==> src/rtl/hqm_system_mem_ctl_pkg.sv <==
// Shared types and sizes for the HQM system-memory register-file controllers.
package hqm_system_mem_ctl_pkg;

    localparam int AW     = 8;
    localparam int DWIDTH = 10;
    localparam int DEPTH  = 256;

    typedef enum logic {
        ST_INIT = 1'b0,
        ST_RUN  = 1'b1
    } ctl_state_e;

    typedef struct packed {
        logic [AW-1:0]     addr;
        logic [DWIDTH-1:0] data;
    } wr_req_t;

endpackage

==> src/rtl/hqm_system_mem_rr_arb2.sv <==
// Two-input round-robin arbiter; the pointer only moves when both requesters contend,
// so a lone requester never loses its turn.
module hqm_system_mem_rr_arb2 (
    input  logic       clk,
    input  logic       rst_n,
    input  logic [1:0] i_req,
    output logic [1:0] o_gnt
);

    logic r_ptr;

    always_comb begin
        // NOTE: default assigned first so every path drives o_gnt and no latch is inferred.
        o_gnt = 2'b00;
        case (i_req)
            2'b01:   o_gnt = 2'b01;
            2'b10:   o_gnt = 2'b10;
            2'b11:   o_gnt = r_ptr ? 2'b10 : 2'b01;
            default: o_gnt = 2'b00;
        endcase
    end

    always_ff @(posedge clk or negedge rst_n) begin
        if (!rst_n) begin
            r_ptr <= 1'b0;
        end else if (i_req == 2'b11) begin
            // NOTE: non-blocking so every flop samples pre-edge values regardless of block order.
            r_ptr <= ~r_ptr;
        end
    end

endmodule

==> src/rtl/hqm_system_mem_rf_256x10_ctl.sv <==
// Controller for the 256x10 two-port RF: init sweep after reset or cfg_reinit, then
// round-robin write arbitration, a one-cycle read response, and same-address forwarding.
module hqm_system_mem_rf_256x10_ctl
    import hqm_system_mem_ctl_pkg::*;
#(
    parameter logic [DWIDTH-1:0] INIT_VAL = '0
) (
    input  logic              clk,
    input  logic              rst_n,
    input  logic              cfg_reinit,
    output logic              init_done,
    input  logic              wr0_v,
    input  logic [AW-1:0]     wr0_addr,
    input  logic [DWIDTH-1:0] wr0_data,
    output logic              wr0_ready,
    input  logic              wr1_v,
    input  logic [AW-1:0]     wr1_addr,
    input  logic [DWIDTH-1:0] wr1_data,
    output logic              wr1_ready,
    input  logic              rd_v,
    input  logic [AW-1:0]     rd_addr,
    output logic              rd_ready,
    output logic              rd_rsp_v,
    output logic [DWIDTH-1:0] rd_rsp_data,
    output logic              mem_we,
    output logic [AW-1:0]     mem_waddr,
    output logic [DWIDTH-1:0] mem_wdata,
    output logic              mem_re,
    output logic [AW-1:0]     mem_raddr,
    input  logic [DWIDTH-1:0] mem_rdata
);

    ctl_state_e        r_state;
    ctl_state_e        w_state_nxt;
    logic [AW:0]       r_cnt;
    logic [AW:0]       w_cnt_nxt;
    logic              r_rsp_v;
    logic              r_byp_sel;
    logic [DWIDTH-1:0] r_byp_data;

    logic              w_init_act;
    logic              w_run;
    logic              w_rd_acc;
    logic              w_wr_act;
    logic              w_coll;
    logic [1:0]        w_req;
    logic [1:0]        w_gnt;
    wr_req_t           w_wr0;
    wr_req_t           w_wr1;
    wr_req_t           w_wr_sel;

    // rst_n gates the sweep so the RF write port stays quiet while reset is held.
    assign w_init_act = rst_n && (r_state == ST_INIT);
    assign w_run      = (r_state == ST_RUN);
    assign init_done  = w_run;

    assign w_wr0    = '{addr: wr0_addr, data: wr0_data};
    assign w_wr1    = '{addr: wr1_addr, data: wr1_data};
    assign w_req    = {wr1_v, wr0_v} & {2{w_run && !cfg_reinit}};
    assign w_wr_sel = w_gnt[1] ? w_wr1 : w_wr0;
    assign w_wr_act = |w_gnt;

    hqm_system_mem_rr_arb2 u_arb (
        .clk   (clk),
        .rst_n (rst_n),
        .i_req (w_req),
        .o_gnt (w_gnt)
    );

    assign wr0_ready = w_gnt[0];
    assign wr1_ready = w_gnt[1];

    assign rd_ready  = w_run && !cfg_reinit;
    assign w_rd_acc  = rd_v && rd_ready;
    assign mem_re    = w_rd_acc;
    assign mem_raddr = w_rd_acc ? rd_addr : '0;

    // The RF gives undefined data on a same-cycle same-address hit, so capture the write instead.
    assign w_coll = w_rd_acc && w_wr_act && (w_wr_sel.addr == rd_addr);

    always_comb begin
        mem_we    = 1'b0;
        mem_waddr = '0;
        mem_wdata = '0;
        if (w_init_act) begin
            mem_we    = 1'b1;
            mem_waddr = r_cnt[AW-1:0];
            mem_wdata = INIT_VAL;
        end else if (w_wr_act) begin
            mem_we    = 1'b1;
            mem_waddr = w_wr_sel.addr;
            mem_wdata = w_wr_sel.data;
        end
    end

    assign rd_rsp_v    = r_rsp_v;
    assign rd_rsp_data = !r_rsp_v ? '0 : (r_byp_sel ? r_byp_data : mem_rdata);

    always_comb begin
        w_state_nxt = r_state;
        w_cnt_nxt   = r_cnt;
        case (r_state)
            ST_INIT: begin
                if (cfg_reinit) begin
                    w_cnt_nxt = '0;
                end else if (r_cnt[AW-1:0] == AW'(DEPTH - 1)) begin
                    w_state_nxt = ST_RUN;
                    w_cnt_nxt   = '0;
                end else begin
                    w_cnt_nxt = r_cnt + 1'b1;
                end
            end
            ST_RUN: begin
                if (cfg_reinit) begin
                    w_state_nxt = ST_INIT;
                    w_cnt_nxt   = '0;
                end
            end
            default: begin
                w_state_nxt = ST_INIT;
                w_cnt_nxt   = '0;
            end
        endcase
    end

    always_ff @(posedge clk or negedge rst_n) begin
        if (!rst_n) begin
            r_state    <= ST_INIT;
            r_cnt      <= '0;
            r_rsp_v    <= 1'b0;
            r_byp_sel  <= 1'b0;
            r_byp_data <= '0;
        end else begin
            r_state   <= w_state_nxt;
            r_cnt     <= w_cnt_nxt;
            r_rsp_v   <= w_rd_acc;
            r_byp_sel <= w_coll;
            if (w_coll) begin
                r_byp_data <= w_wr_sel.data;
            end
        end
    end

endmodule

==> config.mk <==
export PLATFORM = sky130hd
export DESIGN_NAME = hqm_system_mem_rf_256x10_ctl
export DESIGN_NICKNAME = d
export VERILOG_FILES = /design/src/rtl/hqm_system_mem_ctl_pkg.sv /design/src/rtl/hqm_system_mem_rr_arb2.sv /design/src/rtl/hqm_system_mem_rf_256x10_ctl.sv
export SDC_FILE = /design/constraint.sdc
export NUM_CORES = 1
export LEC_CHECK = 0
export CORE_UTILIZATION = 34
export CTS_CLUSTER_DIAMETER = 200
export DETAILED_ROUTE_END_ITERATION = 8
export GPL_TIMING_DRIVEN = 0
export MAX_ROUTING_LAYER = met4
export PLACE_DENSITY = 0.85
export REMOVE_ABC_BUFFERS = 1
export SLEW_MARGIN = 20
export SYNTH_ARGS = -nofsm -noshare
export SYNTH_HDL_FRONTEND = slang
export SYNTH_SLANG_ARGS = --single-unit
==> constraint.sdc <==
create_clock -name clk -period 2.4 [get_ports clk]
set_input_delay 0.48 -clock clk [delete_from_list [all_inputs] [get_ports clk]]
set_output_delay 0.48 -clock clk [all_outputs]
set_load 0.02 [all_outputs]
=== After elaboration in Yosys (flattened, before gate mapping) ===
Index checks and enable logic that the tools add are counted.

* Add/sub/neg operators: 1
* Equal/unequal tests: 6
* Muxes and demuxes: 20
* Bitwise logic cells: 3
* Reduce and logical (&&, ||, !) cells: 7

{| class="wikitable"
|+ Operators with widths
! cell !! count
|-
| $mux W10 || 4
|-
| $mux W9 || 3
|-
| $mux W8 || 3
|-
| $mux W18 || 1
|-
| $pmux W9 S2 || 1
|-
| $add A9 B1 Y9 const B || 1
|-
| $eq A8 B8 Y1 || 1
|-
| $eq A8 B8 Y1 const B || 1
|-
| $pmux W2 S3 || 1
|-
| $logic_and A1 B1 Y1 || 5
|-
| $mux W1 || 5
|-
| $eq A2 B2 Y1 const B || 2
|-
| $and A2 B2 Y2 || 1
|-
| $eq A2 B1 Y1 const B || 1
|-
| $mux W2 || 1
|-
| $ne A2 B2 Y1 const B || 1
|-
| $not A1 Y1 || 2
|-
| $pmux W1 S2 || 1
|-
| $reduce_or A2 Y1 || 1
|-
| $logic_not A1 Y1 || 1
|}

* Flip-flop bits (word level): 23
* Word-level logic and storage cells: 43

=== Depth between registers and ports, before layout ===
Gate-level depths: netlist (run 1).

* Depth in word-level cells: 8
* Gate-level depth with buffers: 10
* Gate-level depth less buffers: 7

=== By module ===
A second synthesis (run 1) with hierarchy kept.

* Cells, all modules: 193
* Area total of the unflattened synthesis: 1,689.1 sq um

{| class="wikitable"
|+ Modules (own cells, without submodules)
! module !! times used !! cells each !! area an instance (sq um)
|-
| hqm_system_mem_rf_256x10_ctl || 1 || 187 || 1,632.8
|-
| hqm_system_mem_rr_arb2 || 1 || 6 || 56.3
|}

=== Least setup slack after synthesis (run 1) ===
Ideal clock, no wire load.

* Path type: reg-to-output
* From: register r_state, in the netlist init_done
* To: output mem_waddr[0]
* Data arrival time: 2,108 ps
* Data required time: 1,920 ps
* Slack: -188 ps
* Stages on the path, launching flop included: 9
* Path buffers: 3
* Path through: dfrtp_1 -> nor2b_2 -> buf_6 -> nand3_4 -> inv_2 -> buf_6 -> buf_2 -> mux2i_1 -> o21ai_0

* Cells in the longest elaborated chain, start to end: 7
* Elaborated cells on any way between the ends: 12
* Classes of those cells: 3 x eq/ne; 4 x mux; 2 x bitwise; 3 x reduce/logical

{| class="wikitable"
|+ Ends and longest elaborated chain
! item !! RTL line !! source
|-
| from (decl) || hqm_system_mem_rf_256x10_ctl.sv:33 || <nowiki>ctl_state_e r_state;</nowiki>
|-
| from (signal assigned) || hqm_system_mem_rf_256x10_ctl.sv:134 || <nowiki>r_state <= w_state_nxt;</nowiki>
|-
| $logic_and A1 B1 Y1 * || hqm_system_mem_rf_256x10_ctl.sv:59 || <nowiki>assign w_req = {wr1_v, wr0_v} & {2{w_run && !cfg_reinit}};</nowiki>
|-
| $and A2 B2 Y2 * || hqm_system_mem_rf_256x10_ctl.sv:59 ||
|-
| $eq A2 B2 Y1 or $eq A2 B1 Y1 (tied branches) || hqm_system_mem_rr_arb2.sv:15 || <nowiki>case (i_req)</nowiki>
|-
| $pmux W2 S3 * || hqm_system_mem_rr_arb2.sv:15 ||
|-
| named net wr1_ready || hqm_system_mem_rf_256x10_ctl.sv:19 || <nowiki>output logic wr1_ready,</nowiki>
|-
| $mux W18 or $reduce_or A2 Y1 (tied branches) || hqm_system_mem_rf_256x10_ctl.sv:60, hqm_system_mem_rf_256x10_ctl.sv:61 ||
|-
| $mux W8 * || hqm_system_mem_rf_256x10_ctl.sv:89 || <nowiki>end else if (w_wr_act) begin</nowiki>
|-
| $mux W8 * || hqm_system_mem_rf_256x10_ctl.sv:85 || <nowiki>if (w_init_act) begin</nowiki>
|-
| to (decl) || hqm_system_mem_rf_256x10_ctl.sv:26 || <nowiki>output logic [AW-1:0] mem_waddr,</nowiki>
|}

The timed path passes the listed nets; every way through them passes the cells marked *.

=== Worst setup path in the final report (run 1) ===
* From: register r_state, in the netlist init_done
* To: register r_byp_data[6]

* Cells in the longest elaborated chain, start to end: 7
* Elaborated cells on any way between the ends: 12
* Classes of those cells: 4 x eq/ne; 2 x mux; 1 x bitwise; 5 x reduce/logical

{| class="wikitable"
|+ Ends and longest elaborated chain
! item !! RTL line !! source
|-
| $logic_and A1 B1 Y1 * || hqm_system_mem_rf_256x10_ctl.sv:59, hqm_system_mem_rf_256x10_ctl.sv:73 ||
|-
| $and A2 B2 Y2 || hqm_system_mem_rf_256x10_ctl.sv:59 ||
|-
| $eq A2 B2 Y1 or $eq A2 B1 Y1 (tied branches) || hqm_system_mem_rr_arb2.sv:15 ||
|-
| $pmux W2 S3 || hqm_system_mem_rr_arb2.sv:15 ||
|-
| $mux W18 or $reduce_or A2 Y1 (tied branches) || hqm_system_mem_rf_256x10_ctl.sv:60, hqm_system_mem_rf_256x10_ctl.sv:61 ||
|-
| $eq A8 B8 Y1 or $logic_and A1 B1 Y1 (tied branches) || hqm_system_mem_rf_256x10_ctl.sv:79 || <nowiki>assign w_coll = w_rd_acc && w_wr_act && (w_wr_sel.addr == rd_addr);</nowiki>
|-
| $logic_and A1 B1 Y1 || hqm_system_mem_rf_256x10_ctl.sv:79 ||
|-
| to (signal assigned) || hqm_system_mem_rf_256x10_ctl.sv:139 || <nowiki>r_byp_data <= w_wr_sel.data;</nowiki>
|-
| to (decl) || hqm_system_mem_rf_256x10_ctl.sv:39 || <nowiki>logic [DWIDTH-1:0] r_byp_data;</nowiki>
|}

Mark *: on every way between the ends. The rest lies on a longest branch, timed or not.
A chain may end at the register's enable or synchronous reset.

==> run summary, run 1 <==
The run finished with clean final reports. Across all layers, the routed design uses 1991 vias. The xor/xnor cell area share of the yosys netlist was 6.000%; the routed length per placed instance was 15.40 µm. The number of enable flip-flop cells after synthesis was 0; the global-route wire length before repair was 8894 µm. Headroom to the max-slew limit came out at 65.25%. Final hold analysis gives a worst-case slack of 0.1020 ns.

The logs give 0 for the number of antenna violations at the first check in global routing and 2.54 ns for the required time at the worst-slack endpoint. By count the netlist is led by sky130_fd_sc_hd__mux2i_1, sky130_fd_sc_hd__dfrtp_1, sky130_fd_sc_hd__inv_1, sky130_fd_sc_hd__nor2_1. The number of antenna diodes in the final layout is 0. The run gives 1857 as the via count of the first global-routing pass.

In this run the clock root is driven by a sky130_fd_sc_hd__clkbuf_8. The run gives 22.76% as the overall track demand over capacity in global routing. The I/O pin count was 103. Setup repair after global routing could not meet its margin everywhere.

The worst path uses 98.69% of the clock period. In this run the remaining antenna-violating nets after routing total 0. The tools report the final count of hold timing violations as 0. Kind of start point of the critical path: a flip-flop. The die span in y came out at 73.78 µm. After synthesis, flip-flops and latches occupy 31.43% of the total area. Compound-gate portion of the synthesized area: 11.07%. CTS saw 22 sinks.

For this design the ratio of total power to cell area is 281.4 mW/mm². Summed over all failing endpoints, the final setup total negative slack is 0 ns. For this block, the routed nets add up to 5976 µm of wire. For this run, the top clock speed supported by timing is 422.2 MHz. The static power due to leakage came out at 1.415 nW. Die outline area: 0.005443 mm². The number of synthesized register bits works out to 22. Among all cell types in the netlist, the one instantiated most often is sky130_fd_sc_hd__mux2i_1.

Counting the buffers created by CTS gives 3. The simple-gate share of the synthesized area came out at 21.71%. The run gives 0 as the synthesis warning total.

Layout cell share with drive strength beyond 1: 17.13%. The total grt overflow came out at 0. Slew at the pin closest to its max-slew limit: 0.5192 ns.

The worst supply voltage drop on vdd came out at 0.0001772 V. By area, the combinational part of the netlist is dominated by simple AND/OR/NAND/NOR gates. After legalization and detailed placement, the total HPWL measured 4128 µm. The run gives 33 as the number of library cell types mapped by synthesis. Across the routed clock network, the largest skew measured is 0.001292 ns.

For this design, the CTS-stage hold fixing added 0 buffers. After Yosys synthesis, full adders, half adders and majority gates account for 0.7143% of the synthesized area. Measured in cells, the most critical reg-to-reg path has a length of 8. In this run the deepest clock path goes through 2 buffers. The tightest min-delay check is of the input port to asynchronous set/reset pin type.

The worst path in the final design needs a cycle of 2.369 ns, including I/O delays and setup. Among all flip-flop cells after synthesis, the most frequent one is sky130_fd_sc_hd__dfrtp_1. The run gives 24 as the maximum number of pins on one net before global-route repair. Number of pins with negative max-slew slack in the final report: 0. STA classifies the critical path endpoint as a flip-flop.

The largest driver fanout on the critical path was 6; the placer's final routability congestion estimate was 0.8885. In the synthesized netlist the async set-or-reset flop fraction comes to 100.0%. The cell type contributing the most total cell area after synthesis is sky130_fd_sc_hd__dfrtp_1. The count of input and output buffers was 102. The number of endpoints failing setup at the final stage was 0. After synthesis, the mean cell area works out to 8.503 µm². The initial utilization of the core area, before any placement, comes to 36.13%. The floorplan step set the die width to 73.78 µm.

The vias per cell works out to 5.131. The synthesized design devotes to its leading area cell type 31.43% of total area. The number of violations of the max-capacitance limit is 0, and the number of nets in the final layout is 383.

The run gives 0.004848 mm² as the area of the core region. Ranked by total cell area, the synthesized netlist is headed by sky130_fd_sc_hd__dfrtp_1, sky130_fd_sc_hd__mux2i_1, sky130_fd_sc_hd__nor2b_1. In this run the core area contains 25 standard-cell rows. The total number of H-tree levels is 1, and the clock insertion delay at the later pin of the skew report is 0.26 ns. TritonCTS built the clock tree. The area growth from synthesis to layout is 75.93%. STA puts the critical path data arrival time at 2.51 ns. The portion of synthesized area spent on multiplexers is 21.71%. The setup path with the least slack is of type flip-flop to flip-flop.

In this run, the number of DRC markers left after iteration 0 of detailed routing was 75. Synthesis handed over a netlist of 206 instances. The run gives 0.001752 mm² as the area of the mapped netlist.

In the routed design, unresolved DRC markers number 0. The number of optimization iterations in the first detailed-route pass is 4. After clock tree synthesis, the clock-pin slew on the worst setup and hold paths is 0.08 ns.
power breakdown:
| part | switching, mW | internal, mW | total [mW] |
|---|---|---|---|
| sequential | 0.00644 | 0.376 | 0.382 |
| combinational | 0.0881 | 0.127 | 0.215 |
| clock | 0.124 | 0.146 | 0.270 |
cell type report:
| class | instances | area, µm² |
|---|---|---|
| Fill cell | 419 | 1767 |
| Multi-Input combinational cell | 157 | 1175 |
| Timing Repair Buffer | 116 | 1107 |
| Sequential cell | 22 | 553.0 |
| Inverter | 20 | 87.58 |
| Tap cell | 67 | 83.83 |
| Clock buffer | 4 | 55.05 |
| Timing Repair inverter | 2 | 20.02 |
cells in the final DEF (no fill, tap or decap), drive strengths merged:
cell / count
clkdlybuf4s50: 67
mux2i: 38
dfrtp: 22
inv: 22
nor2: 19
buf: 18
dlygate4sd2: 16
o21ai: 16
nand2: 15
nor2b: 13
and3: 11
clkdlybuf4s15: 11
clkbuf: 8
xnor2: 7
nand3: 6
xor2: 5
o22ai: 4
a21oi: 3
a31oi: 3
nand2b: 3
nor3: 2
a311o: 2
or4b: 2
nor4: 2
and2: 1
a221oi: 1
o221ai: 1
a311oi: 1
a31o: 1
ha: 1
per-stage QoR:
stage	utilization, %	instance area, µm²	std cells	setup WS, ns	power, mW
floorplan	-	1698	198	-0.7930	0.4494
global placement	57.81	2803	367	-1.591	0.5846
detailed placement	57.88	2806	367	-1.632	0.5892
CTS	61.86	2999	380	-0.09007	0.8643
global route	63.56	3082	388	-0.04171	0.9029
finish	63.56	3082	388	0.03142	0.8670
cell families after synthesis:
kind of cell | after synthesis
buffers and inverters | 28
adders and majority gates | 1
DFF | 22
AOI/OAI and AO/OA | 32
and+or+nand+nor | 73
muxes | 38
xor gates and xnor gates | 12
per-layer routing:
layer  GRT usage (%)  vias up  part of all wire (%)
met1           27.23      936                    41
met2           39.96      105                    49
met4           3.846        0                  0.37
met3           4.527        2                   9.3
met5               -        -                     0
li1                -      948                     -
worst max-delay path: stages (launching register included):
cell and delay [ns]:
sky130_fd_sc_hd__dfrtp_2 0.38, sky130_fd_sc_hd__nor2b_4 0.21, sky130_fd_sc_hd__buf_6 0.13, sky130_fd_sc_hd__buf_12 0.10, sky130_fd_sc_hd__a311oi_1 0.08, sky130_fd_sc_hd__a31o_1 0.21, sky130_fd_sc_hd__a311o_1 0.37, sky130_fd_sc_hd__or4b_4 0.61
sky130_fd_sc_hd__mux2i_1 0.15
final timing paths:
| check | slack, ns | to | from |
|---|---|---|---|
| worst max-delay path | 0.03 | r_byp_data[6] | init_done |
| worst min-delay path | 0.10 | r_byp_data[0] | rst_n |
| worst max register to register | 0.03 | r_byp_data[6] | init_done |
| worst min register to register | 0.52 | r_byp_data[5] | r_byp_data[5] |
| max in group asynchronous | 2.04 | r_byp_sel | rst_n |
| min in group clk | 0.48 | r_cnt[2] | cfg_reinit |
state kept, by name (all words and copies together) (netlist names):
signal       flops
u_arb.r_ptr      1
rd_rsp_v         1
r_cnt            8
r_byp_data      10
r_byp_sel        1
init_done        1
repair_timing:
item                       4_1_cts  5_1_grt
gates cloned                     3        0
setup buffers                    6        8
setup endpoints to repair       42       38
pin swaps                        2        3
resized for setup               88       21
(Power assumes the default switching activity.)
==> run 2: changes to the inputs <==
--- a/config.mk
+++ b/config.mk
@@ -5,12 +5,11 @@
 export SDC_FILE = /design/constraint.sdc
 export NUM_CORES = 1
 export LEC_CHECK = 0
-export CORE_UTILIZATION = 34
+export CORE_UTILIZATION = 38
 export CTS_CLUSTER_DIAMETER = 200
 export DETAILED_ROUTE_END_ITERATION = 8
 export GPL_TIMING_DRIVEN = 0
-export MAX_ROUTING_LAYER = met4
-export PLACE_DENSITY = 0.85
+export PLACE_DENSITY = 0.9
 export REMOVE_ABC_BUFFERS = 1
 export SLEW_MARGIN = 20
 export SYNTH_ARGS = -nofsm -noshare
==> constraint.sdc (replaced) <==
create_clock -name clk -period 2.31 [get_ports clk]
set_input_delay 0.462 -clock clk [delete_from_list [all_inputs] [get_ports clk]]
set_output_delay 0.462 -clock clk [all_outputs]
set_load 0.02 [all_outputs]
==> run 2 against run 1 <==
  * The run now ends with negative setup slack left
  * Clock power is 13% lower
  * Worst setup slack got worse by 0.15 ns
  * First-iteration DRC count shrank 6.7%
  * Sequential share of layout area rose by 0.13 points
  * Die area fell by 10%
  * Clock skew is essentially flat
==> run summary, run 2 (synthesis gave the netlist of run 1 again) <==
The number of cells on the worst reg-to-reg path was 8 (unchanged); the layout cell share with drive strength beyond 1 was 20.99% (was 17.13%). The number of pins with negative max-slew slack in the final report came out at 0 (unchanged). Required time at the worst-slack endpoint: 2.45 ns (was 2.54 ns). The die span in y came out at 69.90 µm (was 73.78 µm).

Global-route wire length before repair: 10060 µm (was 8894 µm). The register with the highest flop count was r_byp_data (unchanged). The estimated wirelength of the detail-placed design came out at 4119 µm (was 4128 µm). I/O pin count: 103 (unchanged).

Routed length per placed instance: 17.09 µm (was 15.40 µm). TritonCTS built the clock tree. The placer's final routability congestion estimate was 0.8461 (was 0.8885). The clock-pin slew on the worst setup and hold paths came out at 0.08 ns (about the same). The flow ran to the end, but the final reports show violations. The run gives 0 (unchanged) as the number of violations of the max-capacitance limit. The antenna violation net count after detailed routing came out at 0 (unchanged).

The kind of start point of the critical path was a flip-flop (unchanged). The total clock buffers created by CTS is 3 (unchanged). For the met2 usage, the log shows 47.86% (was 39.96%). The run gives 0 (unchanged) as the hold buffer count at CTS. The clock root buffer master was sky130_fd_sc_hd__clkbuf_8 (unchanged).

For the worst-case headroom to the max-slew limit, the log shows 62.55% (was 65.25%). Largest registers in the final layout: r_byp_data (10), r_cnt (8) (unchanged). The logs give 22 (unchanged) for the TritonCTS sink count and 0.08540 ns (was 0.1020 ns) for the worst hold slack. The via count of the first global-routing pass came out at 2124 (was 1857). The worst clock skew is 0.001668 ns (was 0.001292 ns), and the minimum clock period is 2.432 ns (was 2.369 ns).

The die outline area is 0.004885 mm² (was 0.005443 mm²). The run gives 24 (unchanged) as the maximum number of pins on one net before global-route repair. The leading cell type in the layout, fill and taps excluded is sky130_fd_sc_hd__clkdlybuf4s50_1 (unchanged).

The portion of the clock cycle consumed by the worst path in the final layout was 105.3% (was 98.69%); the synthesis-to-finish area growth was 74.29% (was 75.93%). For the total grt overflow, the log shows 0 (unchanged). For the final antenna diode count, the log shows 0 (unchanged).

The tools report the kind of end point of the critical path as a flip-flop (unchanged). The logs give 31.10% (was 27.23%) for the fraction of met1 tracks used by global routing and 24 (was 25) for the number of placement rows. The number of antenna violations at the first check in global routing was 0 (unchanged); the number of vias in the routed layout was 2058 (was 1991). For the fraction of met3 tracks used by global routing, the log shows 4.618% (was 4.527%). The most used routing layer was met2 (unchanged). The largest driver fanout on the critical path works out to 5 (was 6).

The checks that failed: negative setup slack. For the starting DRC count in detailed routing, the log shows 70 (was 75). The final count of hold timing violations is 0 (unchanged). The flip-flop count of the largest register after layout was 10 (unchanged); the overall routed net length was 6424 µm (was 5976 µm). The worst-case setup margin in the final layout is -0.1222 ns (was 0.03142 ns). The post-placement setup slack is -1.755 ns (was -1.632 ns). The worst hold-check path type was input port to asynchronous set/reset pin (unchanged). The number of non-filler instances in the completed layout is 376 (was 388).

For the number of nets in the final layout, the log shows 387 (was 383). Commonest cells after routing, fill and taps aside: sky130_fd_sc_hd__clkdlybuf4s50_1, sky130_fd_sc_hd__mux2i_1, sky130_fd_sc_hd__dfrtp_1, sky130_fd_sc_hd__inv_1, sky130_fd_sc_hd__nor2_1 (unchanged). The maximum clock path buffer count is 2 (unchanged), and the slew at the pin closest to its max-slew limit is 0.5617 ns (was 0.5192 ns).

The classification of the worst setup path was flip-flop to flip-flop (unchanged). Setup repair after global routing could not meet its margin everywhere. The run gives 352 (was 367) as the instance count after placement with tap cells included.

The count of input and output buffers is 102 (unchanged), and the highest clock frequency the design can meet is 411.1 MHz (was 422.2 MHz). The number of design rule violations left after detail routing is 0 (unchanged), and the area of the core region is 0.004384 mm² (was 0.004848 mm²). For the slack of the worst reg-to-reg path, the log shows -0.12 ns (was 0.03 ns). The tools report the worst supply voltage drop on vdd as 0.0001796 V (was 0.0001772 V). The die extent in x came out at 69.90 µm (was 73.78 µm).

The vias per cell is 5.473 (was 5.131), and the data arrival at the endpoint of the critical path is 2.57 ns (was 2.51 ns). The static power due to leakage came out at 1.502 nW (was 1.415 nW). The total power density per cell area works out to 281.3 mW/mm² (was 281.4 mW/mm²). The logs give 4 (unchanged) for the number of optimization iterations in the first detailed-route pass and 26.14% (was 22.76%) for the overall track demand over capacity in global routing. Clock insertion delay at the later pin of the skew report: 0.25 ns (was 0.26 ns).

The initial cell density of the core came out at 39.95% (was 36.13%). The total number of H-tree levels came out at 1 (unchanged). The end of the worst register-to-register path was r_byp_data[0] (was r_byp_data[6]). The worst flop-to-flop path startpoint is u_arb.r_ptr (was init_done). The run gives 13 (was 0) as the number of endpoints failing setup at the final stage.
## run 2: changes by cell type in the layout (fill, tap and decap cells not counted), moves of 3 or more
cell / change
sky130_fd_sc_hd__dlygate4sd2_1: -10
sky130_fd_sc_hd__clkdlybuf4s15_2: -4
sky130_fd_sc_hd__clkbuf_2: +11
sky130_fd_sc_hd__dlymetal6s2s_1: +5
sky130_fd_sc_hd__clkdlybuf4s15_1: -4
sky130_fd_sc_hd__mux2i_2: +3
sky130_fd_sc_hd__mux2i_1: -3
## run 2: worst max-delay path by stage
stage | from | end | slack [ns] | depth (start not counted)
4_1_cts | init_done | r_byp_data[0] | -0.05 | 8
3_5_place_dp | cfg_reinit | r_byp_data[0] | -1.76 | 8
3_3_place_gp | cfg_reinit | r_byp_data[2] | -1.70 | 8
2_1_floorplan | init_done | r_byp_data[0] | -0.88 | 7
6_report | u_arb.r_ptr | r_byp_data[0] | -0.12 | 8
5_1_grt | init_done | r_byp_data[0] | -0.15 | 8
## run 2: critical path, cell delays in order (launching register included)
cell	delay (ns)
sky130_fd_sc_hd__dfrtp_1	0.42
sky130_fd_sc_hd__nand2b_4	0.18
sky130_fd_sc_hd__nand3_4	0.09
sky130_fd_sc_hd__buf_6	0.16
sky130_fd_sc_hd__inv_4	0.07
sky130_fd_sc_hd__and3_1	0.21
sky130_fd_sc_hd__a311o_1	0.39
sky130_fd_sc_hd__or4b_4	0.64
sky130_fd_sc_hd__mux2i_1	0.16
## run 2: final cells by class
type | instances | area (µm²)
Tap cell | 52 | 65.06
Timing Repair Buffer | 119 | 1096
Timing Repair inverter | 3 | 26.28
Inverter | 20 | 87.58
Clock buffer | 3 | 41.29
Fill cell | 365 | 1331
Sequential cell | 22 | 551.8
Multi-Input combinational cell | 157 | 1185
## run 2: layer usage
metal / vias to the layer above / wire length, µm
met4: 0 / 80
met2: 129 / 3277
li1: 951 / -
met3: 12 / 520
met5: - / 0
met1: 966 / 2545
## run 2: per-stage QoR
stage / TNS, ns / utilization (%) / total power [mW] / instance area [µm²]
after floorplan: -16.80 / - / 0.4669 / 1698
after global placement: -53.17 / 63.50 / 0.6071 / 2784
after detailed placement: -53.93 / 63.58 / 0.6125 / 2788
after CTS: -0.3780 / 70.72 / 0.8583 / 3100
after global routing: -2.212 / 69.63 / 0.8973 / 3053
final: -0.8184 / 69.63 / 0.8587 / 3053
## run 2: where the power goes
part / total (mW) / internal, mW / leakage, nW / switching [mW]
registers: 0.397 / 0.390 / 0.250 / 0.00693
clock network: 0.236 / 0.116 / 0.0216 / 0.120
logic: 0.225 / 0.131 / 1.23 / 0.0939
total: 0.859 / 0.638 / 1.50 / 0.221
## run 2: timing repair
action | in CTS | in global routing
resized for setup | 95 | 37
pin swaps | 4 | 2
setup endpoints to repair | 49 | 45
buffers inserted | 15 | 1
gates cloned | 5 | 0
